--- src/rtl/pipe_hazard_ctrl_if.sv ---
// Pipeline hazard-control bundle: ID/EX/MEM hazard fields in, stage enables,
// clears, forwarding selects and status out.
interface pipe_hazard_ctrl_if #(
    parameter int unsigned CNT_W = 16
);
    logic [4:0]       id_rs;
    logic [4:0]       id_rt;
    logic             id_use_rs;
    logic             id_use_rt;
    logic [4:0]       ex_a3;
    logic             ex_regwrite;
    logic             ex_memtoreg;
    logic [4:0]       mem_a3;
    logic             mem_regwrite;
    logic             ex_redirect;
    logic             mem_req;
    logic             mem_ready;

    logic             pc_en;
    logic             regD_en;
    logic             regE_en;
    logic             regM_en;
    logic             regW_en;
    logic             regD_clr;
    logic             regE_clr;
    logic [1:0]       falu_a;
    logic [1:0]       falu_b;
    logic             halted;
    logic [CNT_W-1:0] stall_cnt;

    modport master (
        output id_rs, id_rt, id_use_rs, id_use_rt,
               ex_a3, ex_regwrite, ex_memtoreg,
               mem_a3, mem_regwrite,
               ex_redirect, mem_req, mem_ready,
        input  pc_en, regD_en, regE_en, regM_en, regW_en,
               regD_clr, regE_clr, falu_a, falu_b,
               halted, stall_cnt
    );

    modport slave (
        input  id_rs, id_rt, id_use_rs, id_use_rt,
               ex_a3, ex_regwrite, ex_memtoreg,
               mem_a3, mem_regwrite,
               ex_redirect, mem_req, mem_ready,
        output pc_en, regD_en, regE_en, regM_en, regW_en,
               regD_clr, regE_clr, falu_a, falu_b,
               halted, stall_cnt
    );
endinterface

--- src/rtl/pipe_hazard_ctrl.sv ---
// 5-stage pipeline hazard scheduler: forwarding selects, load-use bubbles,
// redirect flushes, data-memory wait freeze with watchdog, stall counter.
module pipe_hazard_ctrl #(
    parameter int unsigned WAIT_MAX = 8,
    parameter int unsigned CNT_W    = 16
) (
    input  logic              clk,
    input  logic              rst_n,
    pipe_hazard_ctrl_if.slave hz
);

    typedef enum logic [1:0] {
        ST_RUN  = 2'd0,
        ST_WAIT = 2'd1,
        ST_HALT = 2'd2
    } state_t;

    localparam int unsigned WC_W = (WAIT_MAX > 1) ? $clog2(WAIT_MAX + 1) : 1;
    localparam logic [WC_W-1:0] WC_LAST = WC_W'(WAIT_MAX - 1);

    state_t           state_q;
    logic [WC_W-1:0]  wait_ctr_q;
    logic [CNT_W-1:0] stall_cnt_q;
    logic             halted_q;

    logic             lu;
    logic             freeze;
    logic [1:0]       fwd_a;
    logic [1:0]       fwd_b;

    function automatic logic [1:0] fwd_sel(
        input logic [4:0] src,
        input logic [4:0] ex_a3,
        input logic       ex_regwrite,
        input logic       ex_memtoreg,
        input logic [4:0] mem_a3,
        input logic       mem_regwrite
    );
        logic [1:0] sel;
        sel = 2'b00;
        if (src != 5'd0) begin
            if (ex_regwrite && !ex_memtoreg && (src == ex_a3)) begin
                sel = 2'b01;
            end else if (mem_regwrite && (src == mem_a3)) begin
                sel = 2'b10;
            end
        end
        return sel;
    endfunction

    always_comb begin
        fwd_a = fwd_sel(hz.id_rs, hz.ex_a3, hz.ex_regwrite, hz.ex_memtoreg,
                        hz.mem_a3, hz.mem_regwrite);
        fwd_b = fwd_sel(hz.id_rt, hz.ex_a3, hz.ex_regwrite, hz.ex_memtoreg,
                        hz.mem_a3, hz.mem_regwrite);
    end

    always_comb begin
        lu = hz.ex_memtoreg && hz.ex_regwrite && (hz.ex_a3 != 5'd0) &&
             ((hz.id_use_rs && (hz.id_rs == hz.ex_a3)) ||
              (hz.id_use_rt && (hz.id_rt == hz.ex_a3)));
    end

    always_comb begin
        freeze = 1'b0;
        unique case (state_q)
            ST_RUN:  freeze = hz.mem_req && !hz.mem_ready;
            ST_WAIT: freeze = !hz.mem_ready;
            ST_HALT: freeze = 1'b1;
            default: freeze = 1'b1;
        endcase
    end

    // Redirect outranks load-use: the dependent instruction is squashed anyway.
    always_comb begin
        hz.pc_en    = 1'b1;
        hz.regD_en  = 1'b1;
        hz.regE_en  = 1'b1;
        hz.regM_en  = 1'b1;
        hz.regW_en  = 1'b1;
        hz.regD_clr = 1'b0;
        hz.regE_clr = 1'b0;
        hz.falu_a   = fwd_a;
        hz.falu_b   = fwd_b;

        if (freeze) begin
            hz.pc_en   = 1'b0;
            hz.regD_en = 1'b0;
            hz.regE_en = 1'b0;
            hz.regM_en = 1'b0;
            hz.regW_en = 1'b0;
        end else if (hz.ex_redirect) begin
            hz.regD_clr = 1'b1;
            hz.regE_clr = 1'b1;
        end else if (lu) begin
            hz.pc_en    = 1'b0;
            hz.regD_en  = 1'b0;
            hz.regE_clr = 1'b1;
        end

        if (!rst_n) begin
            hz.pc_en    = 1'b0;
            hz.regD_en  = 1'b0;
            hz.regE_en  = 1'b0;
            hz.regM_en  = 1'b0;
            hz.regW_en  = 1'b0;
            hz.regD_clr = 1'b1;
            hz.regE_clr = 1'b1;
            hz.falu_a   = 2'b00;
            hz.falu_b   = 2'b00;
        end
    end

    always_ff @(posedge clk) begin
        if (!rst_n) begin
            state_q     <= ST_RUN;
            wait_ctr_q  <= '0;
            stall_cnt_q <= '0;
            halted_q    <= 1'b0;
        end else begin
            if (!hz.pc_en && (state_q != ST_HALT) && (stall_cnt_q != '1)) begin
                stall_cnt_q <= stall_cnt_q + CNT_W'(1);
            end

            unique case (state_q)
                ST_RUN: begin
                    wait_ctr_q <= '0;
                    if (hz.mem_req && !hz.mem_ready) begin
                        state_q <= ST_WAIT;
                    end
                end
                ST_WAIT: begin
                    if (hz.mem_ready) begin
                        state_q    <= ST_RUN;
                        wait_ctr_q <= '0;
                    end else if (wait_ctr_q == WC_LAST) begin
                        // This is the WAIT_MAX-th consecutive wait cycle.
                        state_q    <= ST_HALT;
                        halted_q   <= 1'b1;
                        wait_ctr_q <= '0;
                    end else begin
                        wait_ctr_q <= wait_ctr_q + WC_W'(1);
                    end
                end
                ST_HALT: begin
                    halted_q <= 1'b1;
                end
                default: begin
                    state_q    <= ST_RUN;
                    wait_ctr_q <= '0;
                end
            endcase
        end
    end

    assign hz.halted    = halted_q;
    assign hz.stall_cnt = stall_cnt_q;

endmodule

--- src/flat_wrapper.sv ---
// flat-port wrapper written by rule: the top's interface ports become plain ports
module pipe_hazard_ctrl_flat 
#(
    parameter int unsigned WAIT_MAX = 8,
    parameter int unsigned CNT_W    = 16
)
  (clk, rst_n, hz_id_rs, hz_id_rt, hz_id_use_rs, hz_id_use_rt, hz_ex_a3, hz_ex_regwrite, hz_ex_memtoreg, hz_mem_a3, hz_mem_regwrite, hz_ex_redirect, hz_mem_req, hz_mem_ready, hz_pc_en, hz_regD_en, hz_regE_en, hz_regM_en, hz_regW_en, hz_regD_clr, hz_regE_clr, hz_falu_a, hz_falu_b, hz_halted, hz_stall_cnt);
  pipe_hazard_ctrl_if #(.CNT_W(CNT_W)) hz_i ();
  input  logic clk;
  input  logic rst_n;
  input wire logic [$bits(hz_i.id_rs)-1:0] hz_id_rs;
  input wire logic [$bits(hz_i.id_rt)-1:0] hz_id_rt;
  input wire logic [$bits(hz_i.id_use_rs)-1:0] hz_id_use_rs;
  input wire logic [$bits(hz_i.id_use_rt)-1:0] hz_id_use_rt;
  input wire logic [$bits(hz_i.ex_a3)-1:0] hz_ex_a3;
  input wire logic [$bits(hz_i.ex_regwrite)-1:0] hz_ex_regwrite;
  input wire logic [$bits(hz_i.ex_memtoreg)-1:0] hz_ex_memtoreg;
  input wire logic [$bits(hz_i.mem_a3)-1:0] hz_mem_a3;
  input wire logic [$bits(hz_i.mem_regwrite)-1:0] hz_mem_regwrite;
  input wire logic [$bits(hz_i.ex_redirect)-1:0] hz_ex_redirect;
  input wire logic [$bits(hz_i.mem_req)-1:0] hz_mem_req;
  input wire logic [$bits(hz_i.mem_ready)-1:0] hz_mem_ready;
  output wire logic [$bits(hz_i.pc_en)-1:0] hz_pc_en;
  output wire logic [$bits(hz_i.regD_en)-1:0] hz_regD_en;
  output wire logic [$bits(hz_i.regE_en)-1:0] hz_regE_en;
  output wire logic [$bits(hz_i.regM_en)-1:0] hz_regM_en;
  output wire logic [$bits(hz_i.regW_en)-1:0] hz_regW_en;
  output wire logic [$bits(hz_i.regD_clr)-1:0] hz_regD_clr;
  output wire logic [$bits(hz_i.regE_clr)-1:0] hz_regE_clr;
  output wire logic [$bits(hz_i.falu_a)-1:0] hz_falu_a;
  output wire logic [$bits(hz_i.falu_b)-1:0] hz_falu_b;
  output wire logic [$bits(hz_i.halted)-1:0] hz_halted;
  output wire logic [$bits(hz_i.stall_cnt)-1:0] hz_stall_cnt;
  assign hz_i.id_rs = hz_id_rs;
  assign hz_i.id_rt = hz_id_rt;
  assign hz_i.id_use_rs = hz_id_use_rs;
  assign hz_i.id_use_rt = hz_id_use_rt;
  assign hz_i.ex_a3 = hz_ex_a3;
  assign hz_i.ex_regwrite = hz_ex_regwrite;
  assign hz_i.ex_memtoreg = hz_ex_memtoreg;
  assign hz_i.mem_a3 = hz_mem_a3;
  assign hz_i.mem_regwrite = hz_mem_regwrite;
  assign hz_i.ex_redirect = hz_ex_redirect;
  assign hz_i.mem_req = hz_mem_req;
  assign hz_i.mem_ready = hz_mem_ready;
  assign hz_pc_en = hz_i.pc_en;
  assign hz_regD_en = hz_i.regD_en;
  assign hz_regE_en = hz_i.regE_en;
  assign hz_regM_en = hz_i.regM_en;
  assign hz_regW_en = hz_i.regW_en;
  assign hz_regD_clr = hz_i.regD_clr;
  assign hz_regE_clr = hz_i.regE_clr;
  assign hz_falu_a = hz_i.falu_a;
  assign hz_falu_b = hz_i.falu_b;
  assign hz_halted = hz_i.halted;
  assign hz_stall_cnt = hz_i.stall_cnt;
  pipe_hazard_ctrl #(.WAIT_MAX(WAIT_MAX), .CNT_W(CNT_W)) u_core (.clk(clk), .rst_n(rst_n), .hz(hz_i));
endmodule
--- config.mk ---
export PLATFORM = sky130hd
export DESIGN_NAME = pipe_hazard_ctrl_flat
export DESIGN_NICKNAME = d
export VERILOG_FILES = /design/src/rtl/pipe_hazard_ctrl_if.sv /design/src/rtl/pipe_hazard_ctrl.sv /design/src/flat_wrapper.sv
export SDC_FILE = /design/constraint.sdc
export NUM_CORES = 1
export LEC_CHECK = 0
export BUFFER_PORTS_ARGS = -buffer_cell sky130_fd_sc_hd__buf_2
export CAP_MARGIN = 30
export CORE_MARGIN = 3
export CORE_UTILIZATION = 45
export CTS_CLUSTER_DIAMETER = 80
export CTS_CLUSTER_SIZE = 25
export DETAILED_ROUTE_END_ITERATION = 10
export GPL_ROUTABILITY_DRIVEN = 0
export PLACE_DENSITY = 0.76
export SKIP_CTS_REPAIR_TIMING = 1
export SYNTH_ARGS = -nofsm -noshare
export SYNTH_HDL_FRONTEND = slang
export SYNTH_SLANG_ARGS = --single-unit
export TNS_END_PERCENT = 10
--- constraint.sdc ---
create_clock -name clk -period 1.8 [get_ports clk]
set_clock_uncertainty 0.2 [all_clocks]
set_input_delay 0.09 -clock clk [delete_from_list [all_inputs] [get_ports clk]]
set_output_delay 0.09 -clock clk [all_outputs]
set_load 0.1 [all_outputs]
==> results of run 1 <==
==> layout by cell type (no fill, tap or decap), types with 4 or more instances in the layout <==
| cell | Yosys | final |
|---|---|---|
| sky130_fd_sc_hd__xnor2_1 | 16 | 13 |
| sky130_fd_sc_hd__nand2b_1 | 12 | 12 |
| sky130_fd_sc_hd__dfxtp_4 | 0 | 6 |
| sky130_fd_sc_hd__a21oi_1 | 9 | 5 |
| sky130_fd_sc_hd__dfxtp_1 | 23 | 6 |
| sky130_fd_sc_hd__mux2i_1 | 13 | 13 |
| sky130_fd_sc_hd__nand4_1 | 6 | 6 |
| sky130_fd_sc_hd__nand3_1 | 12 | 10 |
| sky130_fd_sc_hd__a21oi_2 | 5 | 9 |
| sky130_fd_sc_hd__buf_4 | 3 | 37 |
| sky130_fd_sc_hd__nand2_1 | 30 | 26 |
| sky130_fd_sc_hd__nor3_1 | 5 | 4 |
| sky130_fd_sc_hd__nor2_1 | 15 | 12 |
| sky130_fd_sc_hd__dfxtp_2 | 0 | 11 |
| sky130_fd_sc_hd__buf_2 | 0 | 46 |
| sky130_fd_sc_hd__buf_12 | 0 | 12 |
==> logic make-up after synthesis <==
| family | synth area share |
|---|---|
| and+or+nand+nor | 0.305 |
| AOI/OAI and AO/OA | 0.198 |
| DFF | 0.270 |
| xor gates and xnor gates | 0.0974 |
| buffers and inverters | 0.0396 |
| muxes | 0.0762 |
| adders and majority gates | 0.0146 |
==> worst paths after layout <==
path              slack, ps                 endpoint
setup reg to reg       -170  u_core.hz.stall_cnt[12]
hold / removal          -10     u_core.wait_ctr_q[1]
hold reg to reg         280  u_core.hz.stall_cnt[11]
setup / recovery       -170  u_core.hz.stall_cnt[12]
==> where the power goes <==
part | internal [W] | leakage, nW | switching (W)
Combinational | 0.000185 | 0.925 | 0.000283
Sequential | 0.000509 | 0.196 | 0.00000783
Clock | 0.000155 | 0.0255 | 0.000187
Total | 0.000849 | 1.15 | 0.000478
==> worst max-delay path: stages, from the launching register on <==
cell,delay (ps)
sky130_fd_sc_hd__dfxtp_4,360
sky130_fd_sc_hd__ha_4,160
sky130_fd_sc_hd__nand3_4,70
sky130_fd_sc_hd__nor4_4,40
sky130_fd_sc_hd__buf_4,160
sky130_fd_sc_hd__or2_4,290
sky130_fd_sc_hd__nor3_1,290
sky130_fd_sc_hd__o21ai_1,140
sky130_fd_sc_hd__mux2i_1,140
==> sequential cells by signal (all words and copies together) (netlist names) <==
register,cells
u_core.hz.halted,1
u_core.hz.stall_cnt,16
u_core.state_q,2
u_core.wait_ctr_q,4
==> per-stage QoR <==
step	instance area, um2	setup TNS, ps
floorplan	1880	-5180
global placement	2590	-1990
detailed placement	2590	-2590
CTS	2640	-3680
global route	2810	-3170
finish	2810	-1510
==> final cells by class <==
class | instances | area, um2 | share of cell area
timing repair buffer | 96 | 758 | 0.269
inverter | 5 | 22.5 | 0.00800
multi-input combinational | 173 | 1430 | 0.509
tap | 46 | 57.6 | 0.0205
clock buffer | 3 | 41.3 | 0.0147
sequential | 23 | 497 | 0.177
clock inverter | 1 | 5.00 | 0.00178
==> layer usage <==
layer	vias to the layer above	part of all wire	GRT usage	wire length, um
met4	0	0.014	0.0456	83
met2	92	0.54	0.436	3180
met1	917	0.38	0.268	2200
met5	-	0	0	0
met3	12	0.064	0.0366	374
li1	932	-	-	-
==> impl.org, run 1 <==
** Die
- The die is 67.6 um wide.
- Pin placement for this block handled 58 I/O pins.
- Floorplan core area :: 0.00349 mm2
- In this run the vertical extent of the chip is 67.6 um.
- The initial utilization of the core area, before any placement, comes to 0.489.
- The die covers 0.00457 mm2.
- Rows :: 21

** STA
- Counting I/O delays and the setup requirement, the final critical path takes 1970 ps.
- The number of pins with negative max-slew slack in the final report is 0.
- Setup slack on the critical path of the routed design comes to -174 ps.
- Fmax :: 507 MHz
- Setup violations remaining at the end of the flow were counted as 20.
- The count of endpoints failing hold in the final timing report is 2.
- Dividing the final minimum period by the clock period gives 1.10.
- For the pin with the worst max-slew slack, the measured transition is 540 ps.
- Final hold analysis gives a worst-case slack of -11.9 ps.
- Worst-case headroom to the max-slew limit :: 0.639
- Setup repair after global routing could not meet its margin everywhere.

** Logic synthesis
- After synthesis the cells add up to 0.00171 mm2.
- Sequential-to-total area share from yosys stat :: 0.270
- After technology mapping, the gate count stands at 208.
- The most common cell in the synthesized netlist is sky130_fd_sc_hd__nand2_1.
- Top cell type by total area after synthesis :: sky130_fd_sc_hd__dfxtp_1
- After synthesis, the most frequently instantiated cells are 30 x sky130_fd_sc_hd__nand2_1, 23 x sky130_fd_sc_hd__dfxtp_1, 16 x sky130_fd_sc_hd__xnor2_1.
- Post-synth top area share :: 0.270
- Register bit total from synthesis :: 23
- Share of async-settable or async-resettable flops after synthesis :: 0
- After synthesis, the netlist uses 49 different library cells.
- Post-synthesis average cell area :: 8.21 um2
- Most used DFF post-synth :: sky130_fd_sc_hd__dfxtp_1
- Counting every net in the synthesized netlist gives 240.
- Synth area leaders :: sky130_fd_sc_hd__dfxtp_1 27%, sky130_fd_sc_hd__xnor2_1 8.2%, sky130_fd_sc_hd__mux2i_1 7.6%
- Post-synth EDFFs :: 0
- During synthesis, Yosys emitted a total of 0 warnings.

** Global routing
- GRT Overall Usage :: 0.230
- The via count of the first global-routing pass is 1807.
- Overflow left after global routing :: 0
- Antenna violations before repair :: 0
- Entering global routing, the biggest net connects 17 pins.
- Global-route wire length before repair :: 8050 um

** Cells and area
- In the final layout, the share of cells above drive strength 1 is 0.548.
- The filler cells instantiated in the layout total 220.
- Final core occ :: 0.805
- Non-filler cells in the finished layout :: 347
- Antenna Diode Count :: 0
- Area Overhead vs Synth :: 64.8%
- In the final design database the tool counted 334 nets.

** Worst setup path
- Required time worst endpoint :: 1780 ps
- Critical Setup Path Class :: register to register
- STA puts the critical path data arrival time at 1950 ps.
- Category of the worst setup path launch point :: register
- Biggest fanout along the worst timing path :: 3
- Critical Path End Type :: register
- Worst Reg2Reg Path Length in Cells :: 8
- Worst setup path startpoint :: u_core.hz.stall_cnt[1]
- Reg-to-reg critical path startpoint :: u_core.hz.stall_cnt[1]

** Place
- Timing analysis after detailed placement gives a worst setup slack of -271 ps.
- Number of port buffers :: 57
- Detail Placement HPWL :: 3960 um
- Counting tap cells, the placed design contains a total of 337 instances.

** Routing
- The detailed router finished its first iteration with 125 violations.
- In this run the remaining antenna-violating nets after routing total 0.
- Wires add up to 5840 um.
- Wire per inst :: 16.8 um
- Number of iterations in the first detailed-routing pass :: 4
- Using the TritonRoute via totals, the vias-per-cell ratio works out to 5.63.
- Via Count :: 1953
- After detailed routing, the number of remaining DRC violations is 0.

** Pwr
- Total power per unit cell area :: 472 mW/mm2
- Total power for the finished layout comes to 0.00133 W.
- VDD sags by at most 0.395 mV.
- Leak Pwr :: 1.15 nW

** CTS
- For the worst-skew pair, the clock arrives at the later sink with an insertion delay of 280 ps.
- CTS Buffer Depth :: 2
- Clock transition at the registers of the reported paths :: 100 ps
- TritonCTS built the clock tree.
- H-tree depth :: 1
- CTS Root Cell :: sky130_fd_sc_hd__clkbuf_8
- TritonCTS created 3 clock buffers.
- Clock tree synthesis found a total of 23 sinks.

** Status
- Run status :: finished, violations left
- Violations in the final reports :: hold timing, setup timing

** Worst hold path
- Class of the most critical hold timing path :: input port to register
- Hold Crit Start :: hz_mem_ready
- Number of cells on the worst hold path :: 4

** Job
- Maxcap violations :: 0
Power figures use the tool's default switching activity.
==> run 2, diff against run 1 <==
--- a/config.mk
+++ b/config.mk
@@ -7,6 +7,7 @@
 export LEC_CHECK = 0
 export BUFFER_PORTS_ARGS = -buffer_cell sky130_fd_sc_hd__buf_2
 export CAP_MARGIN = 30
+export CORE_ASPECT_RATIO = 2
 export CORE_MARGIN = 3
 export CORE_UTILIZATION = 45
 export CTS_CLUSTER_DIAMETER = 80
==> impl.org, run 2 (synthesis gave the netlist of run 1 again) <==
** CTS
- H-tree depth :: 1 (unchanged)
- The root buffer cell was sky130_fd_sc_hd__clkbuf_8 (unchanged).
- Clock transition at the registers of the reported paths :: 90 ps (was 100 ps)
- The latest clock arrival within the worst-skew pair is 270 ps (was 280 ps).
- The TritonCTS clock tree is built (unchanged).
- The worst-case clock buffer depth was 2 (unchanged).
- The number of buffers created by CTS was 3 (unchanged).
- The clock sink count is 23 (unchanged).

** STA
- Slew @ Worst Pin :: 493 ps (was 540 ps)
- The final hold slack was 12.6 ps (was -11.9 ps).
- Fmax :: 513 MHz (was 507 MHz)
- The number of failing setup endpoints in the final timing report was 18 (was 20).
- The share of the clock period used by the worst path after layout was 1.08 (was 1.10).
- The remaining max-slew budget at the tightest pin was 0.673 (was 0.639).
- Final worst setup slack :: -149 ps (was -174 ps)
- Final hold viol count :: 0 (was 2)
- The time the worst path needs with I/O delays and setup came to 1950 ps (was 1970 ps).
- RSZ-0062 raised after global routing :: true (unchanged)
- The number of pins with negative max-slew slack in the final report came to 0 (unchanged).

** Cells and area
- Post-layout nets :: 338 (was 334)
- Leading cell type in the layout, fill and taps excluded :: sky130_fd_sc_hd__buf_2 (unchanged)
- Area Overhead vs Synth :: 65.1% (was 64.8%)
- Commonest cells after routing, fill and taps aside: 46 x sky130_fd_sc_hd__buf_2, 39 x sky130_fd_sc_hd__buf_4, 28 x sky130_fd_sc_hd__nand2_1, 14 x sky130_fd_sc_hd__nor2_1, 13 x sky130_fd_sc_hd__mux2i_1 (was 46 x sky130_fd_sc_hd__buf_2, 37 x sky130_fd_sc_hd__buf_4, 26 x sky130_fd_sc_hd__nand2_1, 13 x sky130_fd_sc_hd__xnor2_1, 13 x sky130_fd_sc_hd__mux2i_1).
- The register area is 497 um2 (unchanged).
- The area of the multi-input gates was 0.00141 mm2 (was 0.00143 mm2).
- The utilization after layout was 0.773 (was 0.805).
- The final antenna diode count came to 0 (unchanged).
- The number of flip-flops in the largest register was 16 (unchanged).
- Count of filler cells inserted in the layout :: 265 (was 220)
- The share of post-route cells with drive strength above 1 was 0.538 (was 0.548).

** Worst setup path
- Worst endpoint data arrival time :: 1930 ps (was 1950 ps)
- The critical path data required time was 1780 ps (about the same).
- Critical Setup Path Class :: register to register (unchanged)
- Biggest fanout along the worst timing path :: 5 (was 3)
- The startpoint type of the worst setup path was a register (unchanged).
- Critical Path End Type :: register (unchanged)

** Die
- Total Die Area :: 0.00462 mm2 (was 0.00457 mm2)
- The starting density of the core is 0.468 (was 0.489).
- The cell row count was 31 (was 21).
- Chip Width :: 49.6 um (was 67.6 um)
- The number of primary I/O pins was 58 (unchanged).
- Floorplan core area :: 0.00365 mm2 (was 0.00349 mm2)
- The vertical die dimension was 93.1 um (was 67.6 um).

** Routing
- The final routed wirelength across all metal layers is 5740 um (was 5840 um).
- Antenna-violating nets left :: 0 (unchanged)
- The wire length per cell was 16.2 um (was 16.8 um).
- Via Count :: 1955 (was 1953)
- The average vias per placed instance came to 5.52 (was 5.63).
- The number of search-and-repair iterations in the first detailed-routing pass came to 4 (unchanged).
- The post-route DRC violation count is 0 (unchanged).
- Starting DRT DRC Count :: 60 (was 125)

** Status
- Violations in the final reports: setup timing (was hold timing, setup timing).
- Run status: finished, violations left (unchanged).

** Job
- The reported max-cap violation count came to 0 (unchanged).

** Global routing
- The pin count of the biggest net entering global routing is 21 (was 17).
- The via count of the first global-routing pass was 1979 (was 1807).
- Global-route wire length before repair :: 8400 um (was 8050 um)
- The total global-route track usage is 0.232 (was 0.230).
- Antenna violations before repair :: 0 (unchanged)
- The aggregate global routing overflow is 0 (unchanged).

** Pwr
- Total power per unit cell area :: 464 mW/mm2 (was 472 mW/mm2)
- The overall power consumption came to 0.00131 W (was 0.00133 W).
- The worst IR drop on VDD came to 0.366 mV (was 0.395 mV).
- Leak Pwr :: 1.19 nW (was 1.15 nW)

** Worst hold path
- Class of the most critical hold timing path :: input port to register (unchanged)

** Place
- The number of port buffers came to 57 (unchanged).
- The half-perimeter wire length of the detailed placement result is 4250 um (was 3960 um).
==> run 2: final cells by class <==
type                            instances  share of cell area
Multi-Input combinational cell        173               0.499
Timing Repair Buffer                  100               0.279
Sequential cell                        23               0.176
Tap cell                               49              0.0217
Clock buffer                            3              0.0146
Inverter                                5             0.00799
Clock inverter                          1             0.00178
==> run 2: routing by layer <==
| metal | GRT usage | routed length, um | vias up |
|---|---|---|---|
| li1 | - | - | 932 |
| met1 | 0.183 | 1700 | 926 |
| met2 | 0.497 | 3520 | 77 |
| met3 | 0.0271 | 298 | 20 |
| met4 | 0.132 | 219 | 0 |
| met5 | 0 | 0 | - |
==> run 2: stage by stage <==
stage                     cell area, um2  std cells  setup TNS (ps)  setup slack, ps
after CTS                           2660        349           -3530             -258
after global routing                2820        354           -3400             -250
after global placement              2620        345           -2600             -191
after detailed placement            2620        345           -2770             -228
final                               2820        354           -1560             -149
after floorplan                     1880        208           -5180             -291
==> run 2: worst paths after layout <==
kind	cells after the start	start	slack, ps	to
worst min-delay path	3	rst_n	10	u_core.hz.stall_cnt[6]
worst max-delay path	7	u_core.hz.stall_cnt[7]	-150	u_core.hz.stall_cnt[15]
worst max register to register	7	u_core.hz.stall_cnt[7]	-150	u_core.hz.stall_cnt[15]
worst min register to register	1	u_core.state_q[0]	280	u_core.state_q[0]
==> run 2: worst max-delay path, stage by stage, from the launching register on <==
cell,delay (ps)
sky130_fd_sc_hd__dfxtp_4,350
sky130_fd_sc_hd__nand4_1,200
sky130_fd_sc_hd__nor4_4,410
sky130_fd_sc_hd__nor2_1,70
sky130_fd_sc_hd__buf_4,180
sky130_fd_sc_hd__o211ai_4,130
sky130_fd_sc_hd__a21oi_2,100
sky130_fd_sc_hd__mux2i_1,210
==> run 2: report_power, final <==
group	switching, W	internal, W	total [W]
clock	0.000169	0.000155	0.000324
sequential	0.00000493	0.000509	0.000514
combinational	0.000286	0.000183	0.000469
==> run 3, diff against run 2 <==
--- a/config.mk
+++ b/config.mk
@@ -14,6 +14,7 @@
 export CTS_CLUSTER_SIZE = 25
 export DETAILED_ROUTE_END_ITERATION = 10
 export GPL_ROUTABILITY_DRIVEN = 0
+export GPL_TIMING_DRIVEN = 0
 export PLACE_DENSITY = 0.76
 export SKIP_CTS_REPAIR_TIMING = 1
 export SYNTH_ARGS = -nofsm -noshare
==> constraint.sdc (replaced) <==
create_clock -name clk -period 1.8 [get_ports clk]
set_clock_uncertainty 0.2 [all_clocks]
set_input_delay 0.27 -clock clk [delete_from_list [all_inputs] [get_ports clk]]
set_output_delay 0.27 -clock clk [all_outputs]
set_load 0.1 [all_outputs]
==> impl.org, run 3 (synthesis gave the netlist of run 1 again) <==
** Place
- The number of port buffers is 57 (unchanged).
- The number of placed instances with taps included was 314 (was 345).
- Detail Placement HPWL :: 3780 um (was 4250 um)

** Die
- The cell row count is 31 (unchanged).
- The starting density of the core is 0.468 (unchanged).
- Floorplan core area :: 0.00365 mm2 (unchanged)
- I/O pin cnt :: 58 (unchanged)
- The vertical die dimension came to 93.1 um (unchanged).
- Total Die Area :: 0.00462 mm2 (unchanged)
- The horizontal die dimension is 49.6 um (unchanged).

** Cells and area
- Post-layout nets :: 308 (was 338)
- The final antenna diode count came to 0 (unchanged).
- Leading cell type in the layout, fill and taps excluded :: sky130_fd_sc_hd__buf_2 (unchanged)
- The number of flip-flops in the largest register is 16 (unchanged).
- The filler-free cell count of the finished design came to 324 (was 354).
- The utilization after layout was 0.691 (was 0.773).
- Commonest cells after routing, fill and taps aside: 44 x sky130_fd_sc_hd__buf_2, 26 x sky130_fd_sc_hd__nand2_1, 13 x sky130_fd_sc_hd__mux2i_1, 12 x sky130_fd_sc_hd__xnor2_1, 12 x sky130_fd_sc_hd__nand2b_1 (was 46 x sky130_fd_sc_hd__buf_2, 39 x sky130_fd_sc_hd__buf_4, 28 x sky130_fd_sc_hd__nand2_1, 14 x sky130_fd_sc_hd__nor2_1, 13 x sky130_fd_sc_hd__mux2i_1).
- The share of post-route cells with drive strength above 1 was 0.480 (was 0.538).
- The layout overhead on the synthesized area came to 47.5% (was 65.1%).

** Global routing
- Vias in the first global route :: 1748 (was 1979)
- The met2 layer usage reported by global route is 0.440 (was 0.497).
- The met3 track utilization from global routing came to 0.0207 (was 0.0271).
- Met1 usage in global routing :: 0.177 (was 0.183)
- Overflow left after global routing :: 0 (unchanged)
- The pin count of the biggest net entering global routing came to 14 (was 21).
- The first-pass GRT wire length is 7350 um (was 8400 um).
- GRT Overall Usage :: 0.202 (was 0.232)
- The number of antenna violations at the first check in global routing is 0 (unchanged).
- Peak-usage layer in the global routing report :: met2 (unchanged)

** Pwr
- The worst IR drop on VDD is 0.379 mV (was 0.366 mV).
- Total power per unit cell area :: 508 mW/mm2 (was 464 mW/mm2)
- Leak Pwr :: 1.01 nW (was 1.19 nW)
- The overall power consumption came to 0.00128 W (was 0.00131 W).

** CTS
- The TritonCTS clock tree is built (unchanged).
- CTS buffer count :: 3 (unchanged)
- CTS Buffer Depth :: 2 (unchanged)
- The clock sink count is 23 (unchanged).
- The clock transition at the register clock pins on the worst setup and hold paths after CTS came to 80 ps (was 90 ps).
- The latest clock arrival within the worst-skew pair was 270 ps (about the same).
- The root buffer cell was sky130_fd_sc_hd__clkbuf_8 (unchanged).
- The depth of the CTS H-tree is 1 (unchanged).

** Routing
- Antenna-violating nets left :: 0 (unchanged)
- The number of vias after detailed routing came to 1830 (was 1955).
- Post-detailed-route via-to-cell ratio :: 5.65 (was 5.52)
- Number of iterations in the first detailed-routing pass :: 4 (unchanged)
- Starting DRT DRC Count :: 37 (was 60)
- The wire length per cell is 15.7 um (was 16.2 um).
- Aggregate routed wire length :: 5100 um (was 5740 um)
- Drc violations :: 0 (unchanged)

** Job
- Maxcap violations :: 0 (unchanged)

** Worst setup path
- The origin of the critical flop-to-flop path is u_core.hz.stall_cnt[5] (was u_core.hz.stall_cnt[7]).
- Required time worst endpoint :: 1330 ps (was 1780 ps)
- The category of the critical setup timing path is input port to primary output (was register to register).
- The capturing element type of the critical path is a primary output (was register).
- Biggest fanout along the worst timing path :: 3 (was 5)
- The critical path launch point is hz_ex_a3[3] (was u_core.hz.stall_cnt[7]).
- Worst Reg2Reg Path Length in Cells :: 6 (was 7)
- The data arrival at the endpoint of the critical path is 1700 ps (was 1930 ps).
- The startpoint type of the worst setup path was an input port (was register).

** Status
- Run status: finished, violations left (unchanged).
- Violations in the final reports :: setup timing (unchanged)

** STA
- Period minus WS final :: 2170 ps (was 1950 ps)
- Setup-violating endpoint count in the final report :: 25 (was 18)
- The pin slew with the least headroom to its limit was 529 ps (was 493 ps).
- The count of endpoints failing hold in the final timing report came to 0 (unchanged).
- The remaining max-slew budget at the tightest pin is 0.638 (was 0.673).
- Fmax :: 461 MHz (was 513 MHz)
- Crit share post-route :: 1.21 (was 1.08)
- Final worst setup slack :: -370 ps (was -149 ps)
- The number of pins with negative max-slew slack in the final report is 0 (unchanged).
- RSZ-0062 raised after global routing :: true (unchanged)

** Worst hold path
- Hold Crit Start :: rst_n (unchanged)
- The worst min-delay path category was input port to register (unchanged).
- Number of cells on the worst hold path :: 3 (unchanged)
## run 3: per-stage QoR
stage / setup slack (ps) / hold slack (ps) / setup TNS, ps / cell area [um2]
final: -370 / 134 / -4450 / 2520
after global routing: -410 / 151 / -6740 / 2520
after CTS: -731 / 125 / -8960 / 2250
after detailed placement: -718 / 263 / -8010 / 2200
after global placement: -709 / 252 / -7560 / 2200
after floorplan: -533 / 218 / -10880 / 1860
## run 3: worst paths after layout
check,end,slack [ps]
min,u_core.hz.stall_cnt[10],130
min reg2reg,u_core.hz.halted,270
max,hz_regD_en,-370
max reg2reg,u_core.hz.stall_cnt[12],-270
## run 3: worst max-delay path, stage by stage
cell                       delay [ps]
sky130_fd_sc_hd__buf_8            100
sky130_fd_sc_hd__or4_4            540
sky130_fd_sc_hd__o211ai_4         220
sky130_fd_sc_hd__nor2_4            70
sky130_fd_sc_hd__o21ai_4           60
sky130_fd_sc_hd__and2_4           180
sky130_fd_sc_hd__buf_12            90
sky130_fd_sc_hd__buf_12           160
## run 3: cell type report
| cell class | instances | area, um2 |
|---|---|---|
| Buffer | 8 | 68.8 |
| Clock inverter | 1 | 5.00 |
| Clock buffer | 3 | 41.3 |
| Timing Repair Buffer | 63 | 450 |
| Sequential cell | 23 | 482 |
| Fill cell | 303 | 1130 |
| Tap cell | 49 | 61.3 |
| Inverter | 5 | 22.5 |
| Multi-Input combinational cell | 172 | 1390 |
## run 3: power by group
group	total [W]	switching (W)	leakage, nW	internal [W]
clock	0.000321	0.000166	0.0255	0.000155
combinational	0.000436	0.000276	0.794	0.000160
sequential	0.000522	0.00000918	0.193	0.000513
## run 3: layer usage
metal,vias up,part of all wire
met4,0,0.045
li1,870,-
met1,861,0.32
met3,20,0.050
met2,79,0.58
met5,-,0
